## src/rtl/div_unit.sv

```systemverilog
// div_unit: multi-cycle radix-2 restoring divider for DIV/DIVU, result {remainder, quotient}
// Optional DIV_EARLY_OUT_EN: finish in one cycle when |dividend| < |divisor|.
module div_unit #(
   parameter int WIDTH = 32
) (
   input  logic                 clk,
   input  logic                 rst,
   input  logic                 signed_div_i,
   input  logic [WIDTH-1:0]     opdata1_i,
   input  logic [WIDTH-1:0]     opdata2_i,
   input  logic                 start_i,
   input  logic                 annul_i,
   output logic [2*WIDTH-1:0]   result_o,
   output logic                 ready_o
);
   localparam int CW = $clog2(WIDTH) + 1;
   typedef enum logic [1:0] {IDLE, DIVBYZERO, ON, END} state_t;
   state_t state, state_nxt;
   logic [CW-1:0] cnt;
   logic [WIDTH-1:0] dvd, dvs, rem;
   logic neg_q, neg_r;
   logic a_neg, b_neg, q_bit, last, early, ready_nxt;
   logic [WIDTH-1:0] a_mag, b_mag, rem_nxt, dvd_nxt, quo_fix, rem_fix;
   logic [WIDTH:0] part;
   logic [2*WIDTH-1:0] result_nxt;
   assign a_neg = signed_div_i & opdata1_i[WIDTH-1];
   assign b_neg = signed_div_i & opdata2_i[WIDTH-1];
   assign a_mag = a_neg ? -opdata1_i : opdata1_i;
   assign b_mag = b_neg ? -opdata2_i : opdata2_i;
   assign last  = cnt == CW'(WIDTH - 1);
`ifdef DIV_EARLY_OUT_EN
   assign early = a_mag < b_mag;
`else
   assign early = 1'b0;
`endif
   // state register
   always_ff @(posedge clk or negedge rst)
      if (!rst) state <= IDLE;
      else state <= state_nxt;
   // next-state logic; annul always wins over start
   always_comb begin
      state_nxt = state;
      case (state)
         IDLE:      if (start_i && !annul_i)
                       state_nxt = (opdata2_i == '0) ? DIVBYZERO : early ? END : ON;
         DIVBYZERO: state_nxt = annul_i ? IDLE : END;
         ON:        state_nxt = annul_i ? IDLE : last ? END : ON;
         END:       state_nxt = (annul_i || !start_i) ? IDLE : END;
      endcase
   end
   // one restoring step, sign fix-up and next values of the registered outputs
   always_comb begin
      part       = {rem, dvd[WIDTH-1]};
      q_bit      = part >= {1'b0, dvs};
      rem_nxt    = q_bit ? part[WIDTH-1:0] - dvs : part[WIDTH-1:0];
      dvd_nxt    = {dvd[WIDTH-2:0], q_bit};
      quo_fix    = neg_q ? -dvd_nxt : dvd_nxt;
      rem_fix    = neg_r ? -rem_nxt : rem_nxt;
      ready_nxt  = (state == END) && start_i && !annul_i;
      result_nxt = (state_nxt != END) ? '0 :
                   (state == IDLE)    ? {opdata1_i, {WIDTH{1'b0}}} :
                   (state == ON)      ? {rem_fix, quo_fix} :
                   (state == END)     ? result_o : '0;
   end
   // operand latch, step datapath and registered outputs
   always_ff @(posedge clk or negedge rst)
      if (!rst) begin
         ready_o  <= 1'b0;
         result_o <= '0;
         cnt      <= '0;
         dvd      <= '0;
         dvs      <= '0;
         rem      <= '0;
         neg_q    <= 1'b0;
         neg_r    <= 1'b0;
      end else begin
         ready_o  <= ready_nxt;
         result_o <= result_nxt;
         if (state == IDLE && start_i && !annul_i) begin
            dvd   <= a_mag;
            dvs   <= b_mag;
            rem   <= '0;
            cnt   <= '0;
            neg_q <= a_neg ^ b_neg;
            neg_r <= a_neg;
         end else if (state == ON) begin
            dvd <= dvd_nxt;
            rem <= rem_nxt;
            cnt <= cnt + CW'(1);
         end
      end
endmodule

```

## config.mk

```make
export PLATFORM = sky130hd
export DESIGN_NAME = div_unit
export DESIGN_NICKNAME = d
export VERILOG_FILES = /design/src/rtl/div_unit.sv
export SDC_FILE = /design/constraint.sdc
export NUM_CORES = 1
export LEC_CHECK = 0
export CORE_ASPECT_RATIO = 0.75
export CORE_MARGIN = 2
export CORE_UTILIZATION = 50
export DETAILED_ROUTE_END_ITERATION = 8
export GPL_TIMING_DRIVEN = 0
export PLACE_DENSITY = 0.7
export SLEW_MARGIN = 25
export SYNTH_ARGS = -nofsm -noshare
export SYNTH_HDL_FRONTEND = slang
export SYNTH_SLANG_ARGS = --single-unit
```

## constraint.sdc

```tcl
create_clock -name clk -period 5.81 [get_ports clk]
set_clock_uncertainty 0.2 [all_clocks]
set_input_delay 0.8715 -clock clk [delete_from_list [all_inputs] [get_ports clk]]
set_output_delay 0.8715 -clock clk [all_outputs]
set_load 0.05 [all_outputs]
```

==> impl_metrics.yaml, run 1 <==
status:
  status: "finished clean"
detailed_routing:
  drt_iter0_drc: 1199
  wl_met1_mm: 19.3
  route.detailed.drc: 0
  ant_nets: 0
  met3_length_mm: 3.72
  viasPerCell: 6.06
  via_count: 11600
  route.met2.wl_mm: 16.1
  first_pass_iters: 7
  wl_per_cell_um: 20.6
  highest_layer: "met4"
  wirelength_mm: 39.4
floorplan:
  start_util_pct: 51.3
  row_count: 48
  die-height_um: 138
  ios: 134
  die_area_um2: 25100
  core_area_um2: 23200
  fp.dieW_um: 182
yosys:
  ys_seq_elements: 171
  synth_compound_area_share_pct: 24.1
  synthAdderAreaFrac_pct: 4.06
  synth_edf_count: 0
  ys_warn_count: 0
  yosys-top-cells-count: "205 x o21ai_0, 182 x nand2_1, 171 x dfrtp_1"
  synth_most_common_cell: "o21ai_0"
  yosys.area.top_type: "dfrtp_1"
  synth_top_family_by_area: "compound AO/OA/AOI/OAI gates"
  syn_inst: 1453
  syn_area_per_cell_um2: 8.19
  synthSimpleGateAreaFrac_pct: 18.8
  synthFlopType: "dfrtp_1"
  yosysSeqAreaShare_pct: 36.0
  synth_area_um2: 11900
  synth_area_leaders: "dfrtp_1 36%, o21ai_0 8.6%, xnor2_1 5.8%"
  synthArstFlopShare_pct: 100
  yosys.cell_types.count: 71
  synth_xor_area_share_pct: 10.5
  synth_top_area_share_pct: 36.0
  synth_mux_area_share_pct: 2.03
  syn-num-nets: 1560
final_layout:
  fin_cells: 1915
  num-fill-cells: 2124
  drive_above_1_share_pct: 5.26
  fin_nets: 1709
  diodes: 0
  area_growth_pct: 20.0
place:
  hpwl_mm: 30.9
  port_buffers: 133
  place_congestion: 0.946
  place_inst: 1887
critical_path:
  required_ps: 5910
  crit_buf_inv: 4
  crit_chain: "ha_1 > buf_2 > a21oi_2 > o21ai_1 > nand2_1 > nand3_2 > a21o_1 > buf_4 > inv_4 > buf_4 > mux2i_1 > ha_1 > nand3b_1 > nor2_1 > nor4b_4 > nand3_1 > a22o_1 > or4b_1 > o21ai_1 > xor2_1 > o21ai_1"
  worstPathArrival_ps: 5670
  timing_worst_setup_path_type: "flip-flop to flip-flop"
  cpPeakStageDelay_ps: 590
  worstSetupEndpointType: "flip-flop"
  critical_path.slowest_cell: "or4b_1"
  start_kind: "flip-flop"
  cp_max_fo: 11
  cpMostUsedCell: "o21ai_1"
  cp_top_family: "simple AND/OR/NAND/NOR gates"
clocking:
  numCtsBuffers: 17
  cts.sinks: 171
  clockBufferDepth: 2
  clock_latency_ps: 450
  clkTransAtPathRegs_ps: 70
  clock-root-buffer: "clkbuf_16"
  cts_tree: "done"
  cts_max_level: 4
pwr:
  total_power_mw: 6.87
  power_density_nw_per_um2: 481
  leakagePower_nw: 5.99
  peakVddDrop_mv: 0.287
global_routing:
  antenna_found_initial: 0
  grt_pass1_vias: 10700
  overflow: 0
  grt_pass1_wl_mm: 60.9
  grt_usage_pct: 31.8
  grt_max_degree: 94
sta:
  slew_headroom_pct: 29.6
  period_minus_slack_ps: 5570
  finalCritPeriodShare_pct: 95.9
  rsz0062_at_grt: "no"
  setup_viol: 0
  fmax_mhz: 180
  finalMaxSlewViolations: 0
  finalHoldViolCount: 0
  tightest_slew_ps: 1050
job:
  max_cap_viol_count: 0
hold_path:
  hold_path_class: "primary input to async pin"
path summary, 6_finish.rpt:
kind                         startpoint            to  slack (ps)  depth (start not counted)
setup / recovery                 rem[5]  result_o[62]         240                         21
hold / removal                      rst  result_o[11]         210                          1
setup reg to reg                 rem[5]  result_o[62]         240                         21
hold reg to reg            result_o[50]  result_o[50]         280                          2
min in group clk           result_o[50]  result_o[50]         280                          2
max in group asynchronous           rst        rem[9]        4290                          2
state kept, by name, summed over array words and instances (netlist names):
name      cells
state         2
dvs          32
dvd          32
ready_o       1
neg_r         1
rem          32
cnt           6
neg_q         1
result_o     64
metal layers:
metal,global-route usage [%],vias to the layer above
li1,-,5490
met1,49.7,5548
met2,45.5,538
met3,6.08,30
met4,6.14,0
met5,0,-
what timing repair did:
item                       in CTS  in global routing
setup buffers                   0                  0
pin swaps                       0                  1
setup endpoints to repair      17                  8
hold buffers                    0                  0
resized for setup              12                 12
cell usage in the layout, fill, tap and decap left out, types with 8 or more instances in the layout:
master,count
o21ai_0,205
nand2_1,182
dfrtp_1,170
clkdlybuf4s50_1,132
nor2_1,84
xnor2_1,79
a21oi_1,74
xor2_1,62
clkbuf_1,60
nand3_1,52
inv_1,50
ha_1,35
nor3_1,34
a22oi_1,34
a21o_1,24
mux2i_1,23
o21ai_1,21
or3_1,20
nor4_1,20
clkbuf_16,17
o31ai_1,16
nand4_1,15
buf_2,14
a31oi_1,14
and2_1,11
nand2b_1,9
or4_1,9
a21oi_2,9
o211ai_1,9
and3_1,9
o41ai_1,9
nand3b_1,8
a211oi_1,8
layout make-up:
| cell class | count | area [um^2] | share of cell area (%) |
|---|---|---|---|
| plain buffers | 81 | 344 | 2.41 |
| multi-input cells | 1146 | 7150 | 50.1 |
| repair buffers | 134 | 1360 | 9.55 |
| inverters | 51 | 194 | 1.36 |
| clock inverters | 13 | 130 | 0.911 |
| clock buffers | 19 | 443 | 3.10 |
| flip-flops and latches | 171 | 4280 | 30.0 |
| well taps | 300 | 375 | 2.63 |
logic make-up after synthesis:
logic type / count (synthesis)
simple gates: 474
fa+ha+maj: 38
flops: 171
mux: 24
compound gates: 468
buf+inv: 136
xor+xnor: 142
stage by stage:
step           cell area (um^2)  setup TNS, ps  utilization (%)  setup slack [ps]  hold slack (ps)
4_1_cts                   14200              0             61.5              21.9              231
3_5_place_dp              13600         -10280             58.8             -1320              265
3_3_place_gp              13600        -604640             58.7             -3510              260
5_1_grt                   14300              0             61.6              18.2              254
6_report                  14300              0             61.6               240              209
2_1_floorplan             11900              0                -               527              250
power breakdown:
group / total, mW / leakage, nW / internal [mW] / switching, mW
Combinational: 4.07 / 3.47 / 1.47 / 2.60
Sequential: 1.65 / 2.25 / 1.40 / 0.254
Clock: 1.14 / 0.279 / 0.613 / 0.532
Total: 6.87 / 5.99 / 3.48 / 3.38
Power figures use the tool's default switching activity.
==> run 2, diff against run 1 <==
ABC_AREA = 1   (was default)
CORE_UTILIZATION = 45   (was 50)
PLACE_DENSITY = 0.64   (was 0.7)
==> run 2 against run 1 <==
Worst setup slack improved by 550 ps; core utilization decreased by 7.1 points; die area increased by 21%; cell area increased by 7.6%; sequential share of layout area decreased by 2.1 points; global-route usage increased by 0.19 points; wire length increased by 18%; synthesized cell count increased by 37%; flip-flop and latch count unchanged; critical path type unchanged; largest cell class unchanged; largest power group unchanged.
==> impl_metrics.yaml, run 2 <==
status:
  status: "finished clean"
yosys:
  synth_top_family_by_area: "simple AND/OR/NAND/NOR gates"
  syn_area_per_cell_um2: 6.53
  synth_compound_area_share_pct: 12.5
  synthFlopType: "dfrtp_1"
  yosys-top-cells-count: "613 x nand2_1, 275 x inv_1, 184 x nor2_1"
  synthAdderAreaFrac_pct: 3.72
  yosysSeqAreaShare_pct: 33.0
  ys_seq_elements: 171
  synth_top_area_share_pct: 33.0
  syn_inst: 1987
  synth_edf_count: 0
  synth_most_common_cell: "nand2_1"
  synth_xor_area_share_pct: 4.59
  syn-num-nets: 2094
  synth_area_um2: 13000
  synth_area_leaders: "dfrtp_1 33%, nand2_1 18%, inv_1 8.0%"
  yosys.cell_types.count: 48
  synthSimpleGateAreaFrac_pct: 35.6
  ys_warn_count: 0
  synthArstFlopShare_pct: 100
  yosys.area.top_type: "dfrtp_1"
  synth_mux_area_share_pct: 0
place:
  hpwl_mm: 38.1
  port_buffers: 133
  place_congestion: 0.967
global_routing:
  grt_usage_pct: 32.0
  grt_pass1_vias: 12500
  overflow: 0
  grt_pass1_wl_mm: 72.0
  grt_max_degree: 93
  antenna_found_initial: 1
final_layout:
  area_growth_pct: 18.4
  largest_reg_flops: 64
  fin_nets: 2247
  diodes: 0
  regMostFlops: "result_o"
  final_common_cell: "nand2_1"
  drive_above_1_share_pct: 5.11
  final_cell_mix: "613 x nand2_1, 275 x inv_1, 184 x nor2_1, 171 x dfrtp_1"
  fin_util_pct: 54.5
critical_path:
  worstSetupEndpointType: "flip-flop"
  timing_worst_setup_path_type: "flip-flop to flip-flop"
  start_kind: "flip-flop"
  required_ps: 5950
  cpMostUsedCell: "nand2_1"
  cpPeakStageDelay_ps: 390
  crit_buf_inv: 7
  critical_path.slowest_cell: "dfrtp_1"
  cp_top_family: "simple AND/OR/NAND/NOR gates"
  cp_max_fo: 10
  worstPathArrival_ps: 5160
sta:
  fin_setup_tns_ps: 0
  setup_viol: 0
  slew_headroom_pct: 22.3
  period_minus_slack_ps: 5020
  finalHoldViolCount: 0
  rsz0062_at_grt: "no"
  fmax_mhz: 199
  finalMaxSlewViolations: 0
  tightest_slew_ps: 1160
  finalCritPeriodShare_pct: 86.4
floorplan:
  die_area_um2: 30200
  die-height_um: 151
  fp.dieW_um: 200
  core_area_um2: 28200
  row_count: 53
  ios: 134
  start_util_pct: 46.0
clocking:
  cts_resized: 0
  clkTransAtPathRegs_ps: 70
  clockBufferDepth: 2
  cts_max_level: 4
  post_cts_buffers: 0
  cts.sinks: 171
  clock_latency_ps: 460
  ctsHoldBuffers: 0
  cts_tree: "done"
  numCtsBuffers: 17
  clock-root-buffer: "clkbuf_16"
detailed_routing:
  via_count: 13500
  drt_iter0_drc: 1198
  wirelength_mm: 46.6
  route.detailed.drc: 0
  first_pass_iters: 6
  viasPerCell: 5.32
  ant_nets: 0
  wl_per_cell_um: 18.4
pwr:
  power_density_nw_per_um2: 675
  power.switching_mw: 6.06
  power_report.internal_total_mw: 4.31
  p_comb_share_pct: 70.9
  swShare_pct: 58.4
  pwr-share-seq_pct: 18.5
  peakVddDrop_mv: 0.242
  leakagePower_nw: 7.65
  clkPwrFrac_pct: 10.6
hold_path:
  hold_path_class: "primary input to async pin"
job:
  max_cap_viol_count: 0
[run 2: changes by cell type after synthesis, moves of 23 or more]
cell / delta
xnor2_1: -66
nand2_1: +431
mux2i_1: -23
nand3_1: +94
a21oi_1: -25
a22oi_1: -32
o221ai_1: +28
inv_1: +225
o21ai_0: -58
nor2_1: +100
[run 2: through the flow]
step | std cells | cell area [um^2] | hold slack (ps) | total power [mW] | worst slack, ps
floorplan | 1987 | 13000 | 253 | 6.89 | 1820
global placement | 2505 | 14800 | 266 | 9.09 | -3590
detailed placement | 2506 | 14800 | 268 | 9.14 | 914
CTS | 2538 | 15400 | 225 | 10.3 | 881
global route | 2538 | 15400 | 263 | 11.3 | 313
finish | 2538 | 15400 | 206 | 10.4 | 788
[run 2: path summary, 6_finish.rpt]
check / from / end / cells past startpoint / slack (ps)
max: dvs[7] / result_o[28] / 30 / 790
min: rst / rem[6] / 1 / 210
max reg2reg: dvs[7] / result_o[28] / 30 / 790
min reg2reg: result_o[40] / result_o[40] / 2 / 280
max in group asynchronous: rst / dvs[22] / 2 / 4320
min in group clk: result_o[40] / result_o[40] / 2 / 280
[run 2: kinds of logic after synthesis]
family,count (synthesis)
adder cells (fa/ha/maj),38
AO/OA/AOI/OAI,280
buffers and inverters,348
AND/OR/NAND/NOR,1082
XOR/XNOR,68
flip-flops,171
[run 2: power by group through the flow]
stage	sequential, mW	clock [mW]	combinational (mW)
2_1_floorplan	1.95	0	4.94
3_3_place_gp	1.92	0	7.17
3_5_place_dp	1.93	0	7.21
4_1_cts	1.91	1.11	7.24
5_1_grt	1.97	1.16	8.17
6_report	1.92	1.10	7.35
[run 2: area by class of cell]
type | count | area [um^2]
Tap cell | 385 | 482
Clock buffer | 21 | 460
Timing Repair Buffer | 134 | 1360
Buffer | 64 | 309
Clock inverter | 11 | 85.1
Multi-Input combinational cell | 1468 | 7320
Inverter | 284 | 1070
Sequential cell | 171 | 4280
Fill cell | 2875 | 12800
[run 2: per-layer routing]
metal / wire length, um / track usage [%] / vias to the layer above
met4: 680 / 7.22 / 0
met1: 22500 / 47.9 / 6315
met5: 0 / 0 / -
met3: 4290 / 8.55 / 43
li1: - / - / 6691
met2: 19100 / 45.8 / 451
